===== src/rtl/regfile_write_arbiter_pkg.sv =====
// Shared defaults for the execute/write-back stages and small sizing helpers.
package regfile_write_arbiter_pkg;

  localparam int unsigned DEF_WIDTH = 32;
  localparam int unsigned DEF_NREQ  = 4;
  localparam int unsigned DEF_NREG  = 32;
  localparam int unsigned DEF_ADDRW = 5;

  // Index width that stays legal for a single-entry arbiter.
  function automatic int unsigned idx_width(input int unsigned n);
    return (n > 1) ? $clog2(n) : 1;
  endfunction

endpackage


===== src/rtl/regfile_write_arbiter_rr_arbiter.sv =====
// Round-robin arbiter: combinational one-hot grant starting at ptr; ptr moves past the winner on advance.
module rr_arbiter
  import regfile_write_arbiter_pkg::*;
#(
  parameter int unsigned N    = DEF_NREQ,
  parameter int unsigned IDXW = idx_width(N)
) (
  input  logic            clk,
  input  logic            rst,
  input  logic [N-1:0]    req,
  input  logic            advance,
  output logic [N-1:0]    grant,
  output logic [IDXW-1:0] grant_idx
);

  logic [IDXW-1:0] ptr_q, ptr_d;

  always_comb begin
    logic        found;
    int unsigned idx;
    grant     = '0;
    grant_idx = '0;
    found     = 1'b0;
    idx       = 0;
    for (int unsigned k = 0; k < N; k++) begin
      idx = (32'(ptr_q) + k) % N;
      if (!found && req[idx]) begin
        found      = 1'b1;
        grant[idx] = 1'b1;
        grant_idx  = IDXW'(idx);
      end
    end
  end

  always_comb begin
    ptr_d = ptr_q;
    if (advance) begin
      ptr_d = (grant_idx == IDXW'(N - 1)) ? '0 : grant_idx + 1'b1;
    end
  end

  always_ff @(posedge clk) begin
    if (rst) begin
      ptr_q <= '0;
    end else begin
      ptr_q <= ptr_d;
    end
  end

endmodule


===== src/rtl/regfile_write_arbiter.sv =====
// Shares the register-file write port among NREQ producers with a registered
// write port and a busy scoreboard (set at alloc, cleared at write-back).
module regfile_write_arbiter
  import regfile_write_arbiter_pkg::*;
#(
  parameter int unsigned WIDTH = DEF_WIDTH,
  parameter int unsigned NREQ  = DEF_NREQ,
  parameter int unsigned NREG  = DEF_NREG,
  parameter int unsigned ADDRW = DEF_ADDRW
) (
  input  logic                  clk,
  input  logic                  rst,
  input  logic [NREQ-1:0]       req_valid,
  input  logic [NREQ*ADDRW-1:0] req_addr,
  input  logic [NREQ*WIDTH-1:0] req_data,
  output logic [NREQ-1:0]       req_ready,
  output logic                  wr_en,
  output logic [ADDRW-1:0]      wr_addr,
  output logic [WIDTH-1:0]      wr_data,
  input  logic                  alloc_en,
  input  logic [ADDRW-1:0]      alloc_addr,
  output logic [NREG-1:0]       busy,
  output logic                  err
);

  localparam int unsigned IDXW = idx_width(NREQ);

  logic [NREQ-1:0]  grant;
  logic [IDXW-1:0]  grant_idx;
  logic             hs;
  logic [ADDRW-1:0] sel_addr;
  logic [WIDTH-1:0] sel_data;

  logic             wr_en_q, wr_en_d;
  logic [ADDRW-1:0] wr_addr_q, wr_addr_d;
  logic [WIDTH-1:0] wr_data_q, wr_data_d;
  logic [NREG-1:0]  busy_q, busy_d;
  logic             err_q, err_d;

  rr_arbiter #(
    .N    (NREQ),
    .IDXW (IDXW)
  ) u_arb (
    .clk       (clk),
    .rst       (rst),
    .req       (req_valid),
    .advance   (hs),
    .grant     (grant),
    .grant_idx (grant_idx)
  );

  // Grant is a subset of req_valid, so any grant outside reset is a handshake.
  assign req_ready = rst ? '0 : grant;
  assign hs        = |req_ready;

  always_comb begin
    int unsigned gi;
    gi       = 32'(grant_idx);
    sel_addr = req_addr[gi*ADDRW +: ADDRW];
    sel_data = req_data[gi*WIDTH +: WIDTH];
  end

  always_comb begin
    wr_en_d   = hs && (sel_addr != '0);
    wr_addr_d = wr_addr_q;
    wr_data_d = wr_data_q;
    busy_d    = busy_q;
    err_d     = err_q;
    if (hs) begin
      wr_addr_d        = sel_addr;
      wr_data_d        = sel_data;
      busy_d[sel_addr] = 1'b0;
      if ((sel_addr != '0) && !busy_q[sel_addr] &&
          !(alloc_en && (alloc_addr == sel_addr))) begin
        err_d = 1'b1;
      end
    end
    // Alloc after clear so a same-cycle alloc of the written register wins.
    if (alloc_en) begin
      busy_d[alloc_addr] = 1'b1;
    end
    busy_d[0] = 1'b0;
  end

  always_ff @(posedge clk) begin
    if (rst) begin
      wr_en_q   <= 1'b0;
      wr_addr_q <= '0;
      wr_data_q <= '0;
      busy_q    <= '0;
      err_q     <= 1'b0;
    end else begin
      wr_en_q   <= wr_en_d;
      wr_addr_q <= wr_addr_d;
      wr_data_q <= wr_data_d;
      busy_q    <= busy_d;
      err_q     <= err_d;
    end
  end

  assign wr_en   = wr_en_q;
  assign wr_addr = wr_addr_q;
  assign wr_data = wr_data_q;
  assign busy    = busy_q;
  assign err     = err_q;

endmodule


===== config.mk =====
export PLATFORM = sky130hd
export DESIGN_NAME = regfile_write_arbiter
export DESIGN_NICKNAME = d
export VERILOG_FILES = /design/src/rtl/regfile_write_arbiter_pkg.sv /design/src/rtl/regfile_write_arbiter_rr_arbiter.sv /design/src/rtl/regfile_write_arbiter.sv
export SDC_FILE = /design/constraint.sdc
export NUM_CORES = 1
export LEC_CHECK = 0
export ABC_AREA = 0
export CAP_MARGIN = 20
export CELL_PAD_IN_SITES_DETAIL_PLACEMENT = 0
export CELL_PAD_IN_SITES_GLOBAL_PLACEMENT = 1
export CORE_ASPECT_RATIO = 1.1
export CORE_MARGIN = 4
export CORE_UTILIZATION = 25
export DETAILED_ROUTE_END_ITERATION = 7
export GPL_TIMING_DRIVEN = 0
export HOLD_SLACK_MARGIN = 0.08
export PLACE_DENSITY = 0.82
export SYNTH_ARGS = -nofsm -noshare
export SYNTH_HDL_FRONTEND = slang
export SYNTH_SLANG_ARGS = --single-unit

===== constraint.sdc =====
create_clock -name clk -period 6.1 [get_ports clk]
set_input_delay 0.61 -clock clk [delete_from_list [all_inputs] [get_ports clk]]
set_output_delay 0.61 -clock clk [all_outputs]
set_load 0.01 [all_outputs]

* Yosys cells after proc, flatten, opt, wreduce, memory -nomap -nowiden
Index checks and enable logic that the tools add are counted.
** Word-level totals
- Flip-flop bits (word level) :: 73
- Word-level logic and storage cells :: 92
- Output and inout bits :: 75
- Input port bits :: 160
** Operators by class
- Multiplexer cells :: 37
- Reductions and logical operators :: 21
- Equality and inequality tests :: 2
- Multiply operators :: 1
- Bitwise operators :: 6
- Add/subtract/negate cells :: 4
- Magnitude comparators :: 12
- Shifts and indexed selects :: 2
** Operator list (number)
- 128-bit by 8-bit indexed part select with 32-bit output :: 1
- 32-bit two-way mux :: 2
- 32-bit AND :: 1
- 32-bit inverter :: 1
- 32-bit OR :: 1
- 4-bit two-way mux :: 5
- 20-bit by 6-bit indexed part select with 5-bit output :: 1
- 1-bit two-way mux :: 14
- 1-bit logical AND :: 13
- 2-bit by 3-bit less-than comparator with 1-bit output, second input constant :: 4
- 5-bit by 6-bit less-than comparator with 1-bit output, second input constant :: 2
- 4-bit OR :: 3
- 1-bit demux with 5-bit select :: 2
- 5-bit by 1-bit >= comparator with 1-bit output, second input constant :: 2
- 2-bit two-way mux :: 5
- 1-bit binary-select mux with 2-bit select :: 4
- 1-bit demux with 2-bit select :: 4
- 2-bit by 1-bit >= comparator with 1-bit output, second input constant :: 4
- 1-bit binary-select mux with 5-bit select :: 1
- 5-bit == test :: 1
- 1-bit logical NOT :: 5
- 2-bit by 3-bit multiplier with 5-bit output, second input constant :: 1
- 5-bit nonzero test :: 1
- 2-bit by 1-bit adder with 2-bit output, second input constant :: 2
- other kinds (4) :: 5

* Depth between registers and ports, before layout
Gate-level depths: netlist of run 1.
- Depth after elaboration :: 23
- Depth in mapped cells :: 17
- Depth with buffers taken out :: 12

* By module
Synthesis of run 1 repeated with hierarchy kept, for this count alone.
** Unflattened totals
- Cell total of the unflattened synthesis :: 480
- Area, all modules :: 4350.4 sq um
** By module, submodules not included
- regfile_write_arbiter :: seq. area each 1401.3 sq um, area an instance 3878.7 sq um, times used 1, cells an instance 430
- rr_arbiter :: seq. area each 40.0 sq um, area an instance 471.7 sq um, times used 1, cells an instance 50

* Worst setup path before layout of run 1
Ideal clock, no wire load.
- Path type :: register to register
- Start point :: reg u_arb.ptr_q[0]
- End point :: reg err_q, in the netlist err
- Required time :: 6012 ps
- Path buffers :: 4
- Cell stages (with the launch flop) :: 15
- Setup slack :: 1806 ps
- Clock period less this slack :: 4294 ps
- Arrival :: 4206 ps
- Setup time :: 88 ps
- Cell sequence :: dfxtp_1 > buf_6 > inv_1 > clkbuf_1 > ha_1 > clkbuf_1 > mux4_2 > o21bai_2 > and2_2 > nor2_4 > mux4_2 > buf_6 > mux4_2 > a311o_1 > o32ai_2
** On the way
- Cells in the longest elaborated chain, start to end :: 20
- Elaborated cells between the ends (all ways) :: 65
- Those cells by class :: 3 x add/sub; 1 x mul; 8 x order compare; 1 x eq/ne; 1 x shift; 30 x mux; 3 x bitwise; 18 x reduce/logical
** RTL lines
- from (decl) :: line regfile_write_arbiter_rr_arbiter.sv:16 : logic [IDXW-1:0] ptr_q, ptr_d;
- from (signal assigned) :: line regfile_write_arbiter_rr_arbiter.sv:46 : ptr_q <= ptr_d;
- branches (longest 19 deep; another with 2-bit by 3-bit multiplier with 5-bit output)
- 2-bit AND reduction (no source line) *
- to (signal assigned) :: line regfile_write_arbiter.sv:97 : err_q <= err_d;
- to (decl) :: line regfile_write_arbiter.sv:38 : logic err_q, err_d;
Every way passes the cells marked *. The select of a mux whose other input is x is not followed.
A chain may end at the register's enable or synchronous reset.

* Worst setup path after layout of run 1
- Start point :: reg u_arb.ptr_q[0]
- End point :: reg busy_q[8], in the netlist busy[8]
** On the way
- Cells in the longest elaborated chain, start to end :: 23
- Elaborated cells between the ends (all ways) :: 65
- Those cells by class :: 3 x add/sub; 1 x mul; 10 x order compare; 1 x shift; 32 x mux; 6 x bitwise; 12 x reduce/logical
** RTL lines
- branches (longest 20 deep; another with 2-bit by 3-bit multiplier with 5-bit output)
- 32-bit two-way mux * :: line regfile_write_arbiter.sv:69 : if (hs) begin
- 32-bit OR (no source line)
- 32-bit two-way mux * :: line regfile_write_arbiter.sv:79 : if (alloc_en) begin
- to (signal assigned) :: line regfile_write_arbiter.sv:96 : busy_q <= busy_d;
- to (decl) :: line regfile_write_arbiter.sv:37 : logic [NREG-1:0] busy_q, busy_d;
Marked as above.

==> impl_metrics.json, run 1 <==
{
  "powerDensity_nw_per_um2": 502,
  "synth_top_area_cell": "dfxtp_1",
  "cts_tree": "yes",
  "crit_path_frequent_cell": "clkbuf_1",
  "hp-class": "reg -> reg",
  "synth_area_um2": 4750,
  "final.setup.tns_ns": 0,
  "grt_max_degree": 14,
  "ant_nets": 0,
  "dieArea_um2": 21300,
  "portBuffers": 231,
  "timing.final.crit_share_pct": 90.2,
  "rows": 52,
  "syn_inst": 554,
  "path_cells": "buf_6 -> inv_1 -> clkbuf_1 -> ha_1 -> clkbuf_1 -> and3b_1 -> a21oi_1 -> o21ai_1 -> o21a_1 -> buf_2 -> nand3_1 -> nand2_1 -> buf_2 -> clkbuf_1 -> nand3_1 -> o21ai_0 -> a21oi_1",
  "ys_seq_elements": 72,
  "drt_iter0_drc": 333,
  "clock_path_buffers": 2,
  "nNetsFinal": 964,
  "h-tree-depth": 3,
  "yosysUniqueCellTypes": 55,
  "grt_use_total_pct": 17.3,
  "start_util_pct": 25.6,
  "hold_viol": 0,
  "via_per_inst": 5.02,
  "tightest_slew_ns": 1.08,
  "ys.flop_type": "dfxtp_1",
  "combPwrFrac_pct": 66.9,
  "ys_top_cells_by_area": "dfxtp_1 30%, mux4_2 18%, nand2_1 8.7%",
  "status": "completed",
  "grt_first_pass_wirelength_um": 29200,
  "p_seq_share_pct": 17.5,
  "reg2reg_slack_ns": 0.60,
  "r2r.worst_path.cells": 17,
  "cts_sinks": 72,
  "startpoint_type": "register",
  "ios": 235,
  "wl_um": 19300,
  "synth_nets": 722,
  "yosysSeqAreaShare_pct": 30.3,
  "p_clk_share_pct": 15.6,
  "max_slew_margin_pct": 27.5,
  "diodes": 0,
  "synth_most_common_cell": "nand2_1",
  "core_um2": 18500,
  "synth.cells.most_frequent": "110 x nand2_1, 76 x a21oi_1, 72 x dfxtp_1, 38 x mux4_2, 34 x o21ai_0",
  "r2r_end": "busy[8]",
  "stdcell_count": 1044,
  "place_hpwl_um": 15600,
  "syn_to_final_growth_pct": 62.0,
  "drcViolationCount": 0,
  "wl_per_cell_um": 18.4,
  "synth_edf_count": 0,
  "power_leakage_nw": 2.77,
  "cp_slowest_cell": "o21ai_1",
  "postCtsSetupBuffers": 0,
  "path_buf_inv": 7,
  "rsz0062_at_grt": "no",
  "cts_resized": 0,
  "dr.pass1.iters": 5,
  "critical_path_class": "reg -> reg",
  "timing.critical_path.max_delay_family": "buffers and inverters",
  "slowest_delay_ns": 0.56,
  "postCtsHoldBufs": 0,
  "clk_latency_ns": 0.35,
  "fin_skew_ns": 0.00738,
  "rr_startpoint": "u_arb.ptr_q[0]",
  "fp.dieW_um": 139,
  "synth_async_sr_flop_share_pct": 0,
  "place_ws_ns": 0.683,
  "finalCriticalPeriod_ns": 5.50,
  "numCtsBuffers": 9,
  "maxCapViolations": 0,
  "vdd_drop_max_mv": 0.224,
  "setup_viol": 0,
  "drv_slew": 0,
  "fill_cells": 1944,
  "internal_power_w": 0.00210,
  "routabilityCongestion": 0.873,
  "drive_gt1_share_pct": 10.4,
  "grt_pass1_vias": 5361,
  "synth_top_area_share_pct": 30.3,
  "cp-end-kind": "register",
  "switching_share_pct": 45.6,
  "synth_area_per_cell_um2": 8.57,
  "utilization_pct": 41.5,
  "hp-start": "wr_data[31]",
  "grt_overflow": 0,
  "cts-root-buf": "clkbuf_16",
  "worst_ep_arrival_time_ns": 5.71,
  "finalWorstSetupSlack_ns": 0.600,
  "die_h_um": 153,
  "fmax_mhz": 182,
  "dpl.cell_count": 1028,
  "power_w": 0.00386,
  "path_clk_slew_ns": 0.06,
  "worstPathMaxFanout": 13,
  "holdPathStages": 2,
  "worstPathRequired_ns": 6.31,
  "vias": 5240,
  "antenna_found_initial": 0,
  "ys_warn_count": 0,
  "p_switching_w": 0.00176,
  "min_to": "wr_data[31]"
}
-- tightest hold or removal path: stages, from the launching register on --
cell and delay (ns):
dfxtp_1 0.31, nand2_1 0.05, a21oi_1 0.05
-- registers in the layout, summed over array words and instances (netlist names) --
register and count:
err 1, wr_data 32, wr_addr 5, wr_en 1, busy 31, u_arb.ptr_q 2
-- cells by family (layout without fill, tap and decap cells) --
logic type	after synthesis	count (layout)	share of synthesized area [%]
muxes	62	62	23.3
xor gates and xnor gates	4	4	0.738
DFF	72	72	30.3
other	1	1	0.0790
AOI/OAI and AO/OA	156	156	19.6
and+or+nand+nor	195	195	18.7
adders and majority gates	8	8	2.11
buffers and inverters	56	303	5.08
-- worst max path at each step --
| stage | start | to | slack [ns] | depth (start not counted) |
|---|---|---|---|---|
| 3_3_place_gp | u_arb.ptr_q[0] | busy[28] | 0.62 | 17 |
| 6_report | u_arb.ptr_q[0] | busy[8] | 0.60 | 17 |
| 5_1_grt | u_arb.ptr_q[0] | busy[8] | 0.16 | 17 |
| 2_1_floorplan | u_arb.ptr_q[0] | err | 1.81 | 14 |
| 4_1_cts | u_arb.ptr_q[0] | busy[8] | 0.61 | 17 |
| 3_5_place_dp | u_arb.ptr_q[0] | busy[8] | 0.68 | 17 |
-- power by group through the flow --
stage               sequential, W  clock [W]  combinational (W)
finish                   0.000677   0.000601            0.00258
detailed placement       0.000687          0            0.00261
floorplan                0.000728          0            0.00164
global route             0.000692   0.000624            0.00284
global placement         0.000683          0            0.00260
CTS                      0.000678   0.000613            0.00262
-- routing by layer --
metal  global-route usage (%)  vias to the layer above  share of wire [%]
met4                     5.08                        0                2.2
li1                         -                     2518                  -
met5                        0                        -                  0
met1                     20.6                     2437                 39
met3                     4.49                       28                9.1
met2                     30.5                      257                 49
-- cell type report --
class                           count  area [um2]  area share (%)
Buffer                             40         181            2.36
Clock buffer                       10         239            3.11
Clock inverter                      6        90.1            1.17
Inverter                           16        60.1           0.780
Multi-Input combinational cell    426        3070            39.9
Sequential cell                    72        1440            18.7
Tap cell                          243         304            3.95
Timing Repair Buffer              231        2310            30.0
-- placed cells by master (no fill, tap or decap), types with 10 or more instances in the layout --
cell	netlist	routed
clkbuf_1	25	25
clkdlybuf4s50_1	0	231
mux4_2	38	38
a21oi_1	76	76
nand2_1	110	110
o21ai_0	34	34
nand3_1	18	18
mux2i_1	15	15
buf_2	10	10
nor3_1	13	13
dfxtp_1	72	72
nor2_1	20	20
inv_1	16	16
-- metrics by stage --
step                cell area [um2]  hold slack, ns
floorplan                      4750           0.476
global placement               7370           0.437
detailed placement             7370           0.444
CTS                            7690           0.452
global route                   7690           0.469
finish                         7690           0.449
(Power assumes the default switching activity.)
==> run 2: changes to the inputs <==
Settings changed: SETUP_SLACK_MARGIN from default to 0.05.
==> results of run 2 <==
The final DEF is identical to that of run 1; final timing and power are the same.
==> run 3: changes to the inputs <==
Settings changed: CTS_CLUSTER_SIZE from default to 20.
==> results of run 3 <==
The final DEF is identical to that of run 1; final timing and power are the same.
==> edit 1 (flow settings as in run 1) <==
`DEF_NREG`: 32 -> 64.
--- a/src/rtl/regfile_write_arbiter_pkg.sv
+++ b/src/rtl/regfile_write_arbiter_pkg.sv
@@ -3,7 +3,7 @@
 
   localparam int unsigned DEF_WIDTH = 32;
   localparam int unsigned DEF_NREQ  = 4;
-  localparam int unsigned DEF_NREG  = 32;
+  localparam int unsigned DEF_NREG  = 64;
   localparam int unsigned DEF_ADDRW = 5;
 
   // Index width that stays legal for a single-entry arbiter.
Ports: changed (resized busy); port bits go from 235 to 267. The function was not compared with the original's and may differ.
==> edit 1 against run 1 <==
Global-route usage up 1.6 points. Sequential cell count unchanged. Count of clock-buffer cells in the layout up 1. Synthesized area up 11%. Routed wire length up 22%. Sequential power down 11%. Power down 8.5%. Via count up 20%. Final area up 7.6%. Critical endpoint is now err. Sequential share of layout area down 1.3 points. First-iteration DRC count up 61%. Setup slack better by 450 ps. Maximum frequency up 8.8%.
==> edit 1: results (changes against run 1) <==
Synth
  – Mux cell area share after synthesis: 0.0557 (was 0.233)
  – Sequential fraction of the synthesis area: 0.273 (was 0.303)
  – Top cells by area, synth: dfxtp_1 (27%), nand2_1 (12%), a21oi_1 (7.3%) (was dfxtp_1 (30%), mux4_2 (18%), nand2_1 (8.7%))
  – Cells after Synth: 730 (was 554)
  – Post-synthesis compound-gate area fraction: 0.265 (was 0.196)
  – Synth Area in Adders: 0.0190 (was 0.0211)
  – Commonest cells post-synth: nand2_1 (174), a21oi_1 (77), dfxtp_1 (72) (was nand2_1 (110), a21oi_1 (76), dfxtp_1 (72))
  – Count of cell types in the netlist: 64 (was 55)
  – XOR/XNOR share of the synthesized area: 0.00830 (was 0.00738)

Cells and area
  – Layout cells sized above 1: 0.0894 (was 0.104)
  – Non-Filler Instances: 1263 (was 1044)
  – Filler instances: 2165 (was 1944)

Outcome
  – Status: finished, final reports clean (unchanged)

Worst setup path
  – CP max stage delay: 720 ps (was 560 ps)
  – WP data arrival: 5290 ps (was 5710 ps)

Routing
  – Vias/cell: 4.96 (was 5.02)
  – Drt total wl: 23600 um (was 19300 um)
  – Initial DRC Count: 537 (was 333)

Place
  – Cell count after placement: 1246 (was 1028)
  – PortBufs: 228 (was 231)
  – Post-detail-place hpwl: 18400 um (was 15600 um)

Timing
  – Worst-Margin Slew: 892 ps (was 1080 ps)
  – Worst Slack Setup Final: 1050 ps (was 600 ps)
  – Min Hold Slack: 482 ps (was 449 ps)

Global routing
  – First-pass GRT wire length: 34700 um (was 29200 um)
  – Vias in the first global route: 5958 (was 5361)
  – GRT Total Usage: 0.189 (was 0.173)

Power
  – Maximum vdd drop: 154 uV (was 224 uV)
==> edit 1: logic make-up after synthesis <==
group,Yosys count
simple gates,309
other cells,1
flops,72
buf+inv,103
xor+xnor,5
fa+ha+maj,8
mux,24
compound gates,208
==> edit 1: where the power goes <==
part / internal, uW / switching [uW]
Combinational: 942 / 1480
Sequential: 553 / 51.0
Clock: 285 / 220
Total: 1780 / 1750
==> edit 1: metal layers <==
layer,track usage,wire length [um],up-vias
li1,-,-,3064
met1,0.239,9600,2889
met3,0.0341,1680,34
met5,0,0,-
met4,0.0825,715,0
met2,0.315,11600,281
==> edit 1: through the flow <==
step | utilization | area [um^2]
2_1_floorplan | - | 5400
3_3_place_gp | 0.387 | 8000
3_5_place_dp | 0.387 | 8000
4_1_cts | 0.401 | 8270
5_1_grt | 0.401 | 8280
6_report | 0.401 | 8280
==> edit 1: final cells by class <==
class	instances	area, um^2	share of cell area
Clock buffer	11	243	0.0293
Inverter	12	45.0	0.00544
Timing Repair Buffer	229	2290	0.276
Sequential cell	72	1440	0.174
Clock inverter	5	32.5	0.00393
Buffer	91	549	0.0664
Tap cell	256	320	0.0387
Multi-Input combinational cell	587	3360	0.406
==> edit 1: worst paths after layout <==
kind             startpoint         end  depth (start not counted)
max reg2reg  u_arb.ptr_q[0]         err                         15
min reg2reg      wr_addr[2]  wr_addr[2]                          2
max          u_arb.ptr_q[0]         err                         15
min              wr_addr[2]  wr_addr[2]                          2
==> edit 1: worst reg2reg max path: cells and delay by family, from the launching register on <==
family / cells / cell delay [ps]
DFF: 1 / 550
and+or+nand+nor: 1 / 370
adders and majority gates: 1 / 390
buffers and inverters: 4 / 810
AOI/OAI and AO/OA: 6 / 1820
muxes: 3 / 1000
==> edit 2 (flow settings as in run 1) <==
Made on the original files. Reset style: asynchronous (`rst`), changed in 2 clocked blocks.
--- a/src/rtl/regfile_write_arbiter_rr_arbiter.sv
+++ b/src/rtl/regfile_write_arbiter_rr_arbiter.sv
@@ -39,7 +39,7 @@
     end
   end
 
-  always_ff @(posedge clk) begin
+  always_ff @(posedge clk or posedge rst) begin
     if (rst) begin
       ptr_q <= '0;
     end else begin
--- a/src/rtl/regfile_write_arbiter.sv
+++ b/src/rtl/regfile_write_arbiter.sv
@@ -82,7 +82,7 @@
     busy_d[0] = 1'b0;
   end
 
-  always_ff @(posedge clk) begin
+  always_ff @(posedge clk or posedge rst) begin
     if (rst) begin
       wr_en_q   <= 1'b0;
       wr_addr_q <= '0;
Formal check against the unedited RTL: differs if rst is asserted again (counterexample within 4 cycles, from zero or initial values and one cycle with rst high); with rst held inactive, the same outputs for 4 cycles.
==> edit 2 against run 1 <==
First-iteration DRC count shrank 12%. Sequential cell count is the same. Power grew 16%. Setup slack gained 1500 ps. Count of clock-buffer cells in the layout is the same. Highest routed layer unchanged. Final area grew 2.4%. Synthesized area grew 3.5%. Combinational power grew 17%. Clock power shrank 2%. Largest power group unchanged. Routed wire length shrank 0.87%. Sequential share of layout area grew 4.1 points.
==> edit 2: results (changes against run 1) <==
Place
  – PortBufs: 229 (was 231)
  – Post-detail-place hpwl: 14600 um (was 15600 um)
  – Post-Place Setup Slack: 1930 ps (was 683 ps)
  – Cell count after placement: 970 (was 1028)
  – Final Wtd Congestion: 0.892 (was 0.873)

Min path
  – Hold path cells: 1 (was 2)
  – Min-delay src: wr_data[28] (was wr_data[31])
  – Hold EP: wr_data[28] (was wr_data[31])

Timing
  – Min Hold Slack: 490 ps (was 449 ps)
  – Final Cycle Share: 0.661 (was 0.902)
  – Worst-Margin Slew: 852 ps (was 1080 ps)

Synth
  – Syn_nets: 661 (was 722)
  – Count of cell types in the netlist: 53 (was 55)
  – Top cells by area, synth: dfrtp_1 (37%), mux2i_1 (11%), mux2_1 (8.5%) (was dfxtp_1 (30%), mux4_2 (18%), nand2_1 (8.7%))
  – Asr flop ratio synth: 1.00 (was 0)
  – Commonest cells post-synth: dfrtp_1 (72), mux2i_1 (54), nor2_1 (49) (was nand2_1 (110), a21oi_1 (76), dfxtp_1 (72))
  – Synthesized area per cell: 9.97 um^2 (was 8.57 um^2)

Global routing
  – First-pass GRT wire length: 28600 um (was 29200 um)
  – GRT Total Usage: 0.169 (was 0.173)

Routing
  – Drt total wl: 19100 um (was 19300 um)
  – Routed length per instance: 19.4 um (was 18.4 um)
  – Routed vias: 4796 (was 5240)

Cells and area
  – Filler instances: 1921 (was 1944)
  – # nets final: 902 (was 964)

Worst setup path
  – RR Startpoint: u_arb.ptr_q[1] (was u_arb.ptr_q[0])
  – R2r worst-path depth: 13 (was 17)
  – Slowest CP cell: nor4_1 (was o21ai_1)
  – WP data arrival: 4280 ps (was 5710 ps)
  – Maximum fanout along the worst path: 10 (was 13)

Power
  – Leakage Power: 0.00316 uW (was 0.00277 uW)
  – Switching part of the total: 0.427 (was 0.456)

Outcome
  – Status: finished, final reports clean (unchanged)
## edit 2: changes by cell type after synthesis, moves of 29 or more
cell / before / now
a21oi_1: 76 / 41
dfrtp_1: 0 / 72
dfxtp_1: 72 / 0
mux2_1: 0 / 37
mux2i_1: 15 / 54
mux4_2: 38 / 2
nand2_1: 110 / 9
nor2_1: 20 / 49
## edit 2: routing by layer
layer / vias up / global-route usage / share of wire
met5: - / 0 / 0
met4: 0 / 0.0567 / 0.020
met3: 23 / 0.0455 / 0.062
met2: 148 / 0.280 / 0.50
met1: 2327 / 0.214 / 0.42
li1: 2298 / - / -
## edit 2: kinds of logic (layout without fill, tap and decap cells)
group,count (synthesis),after routing,share of synthesized area
buf+inv,41,287,0.0456
xor+xnor,6,6,0.0107
flops,72,72,0.367
mux,133,133,0.298
fa+ha+maj,8,8,0.0204
simple gates,104,104,0.107
other cells,1,1,0.000763
compound gates,128,128,0.151
## edit 2: how the worst max path moves through the flow
stage                              start    endpoint  cells after the start
final                     u_arb.ptr_q[1]     busy[9]                     13
after detailed placement    req_valid[0]         err                     11
after floorplan           u_arb.ptr_q[1]  wr_addr[0]                     12
after global placement      req_valid[0]         err                     11
after global routing      u_arb.ptr_q[1]    busy[11]                     14
after CTS                 u_arb.ptr_q[1]         err                     13
## edit 2: area by class of cell
type	instances	area (um^2)	area share
clock inverters	6	92.6	0.0118
plain buffers	35	201	0.0256
inverters	6	25.0	0.00318
multi-input cells	380	2890	0.367
clock buffers	10	239	0.0303
repair buffers	230	2320	0.295
well taps	247	309	0.0392
flip-flops and latches	72	1800	0.229
## edit 2: power by group through the flow
stage                     registers (uW)  logic (uW)  clock network, uW
after floorplan                      977        1770                  0
after global placement               894        3030                  0
after detailed placement             902        3040                  0
after CTS                            896        3050                605
after global routing                 920        3290                628
final                                893        3010                588
## edit 2: per-stage QoR
stage	instance area, um^2	power [uW]
after floorplan	4910	2750
after global placement	7510	3920
after detailed placement	7540	3940
after CTS	7880	4550
after global routing	7880	4840
final	7880	4490
## edit 2: worst max-delay path: cells and delay by family (launching register included)
family	cells	cell delay (ps)
buffers and inverters	4	950
flip-flops	1	400
AND/OR/NAND/NOR	3	1060
adder cells (fa/ha/maj)	1	520
multiplexers	1	370
AO/OA/AOI/OAI	4	650
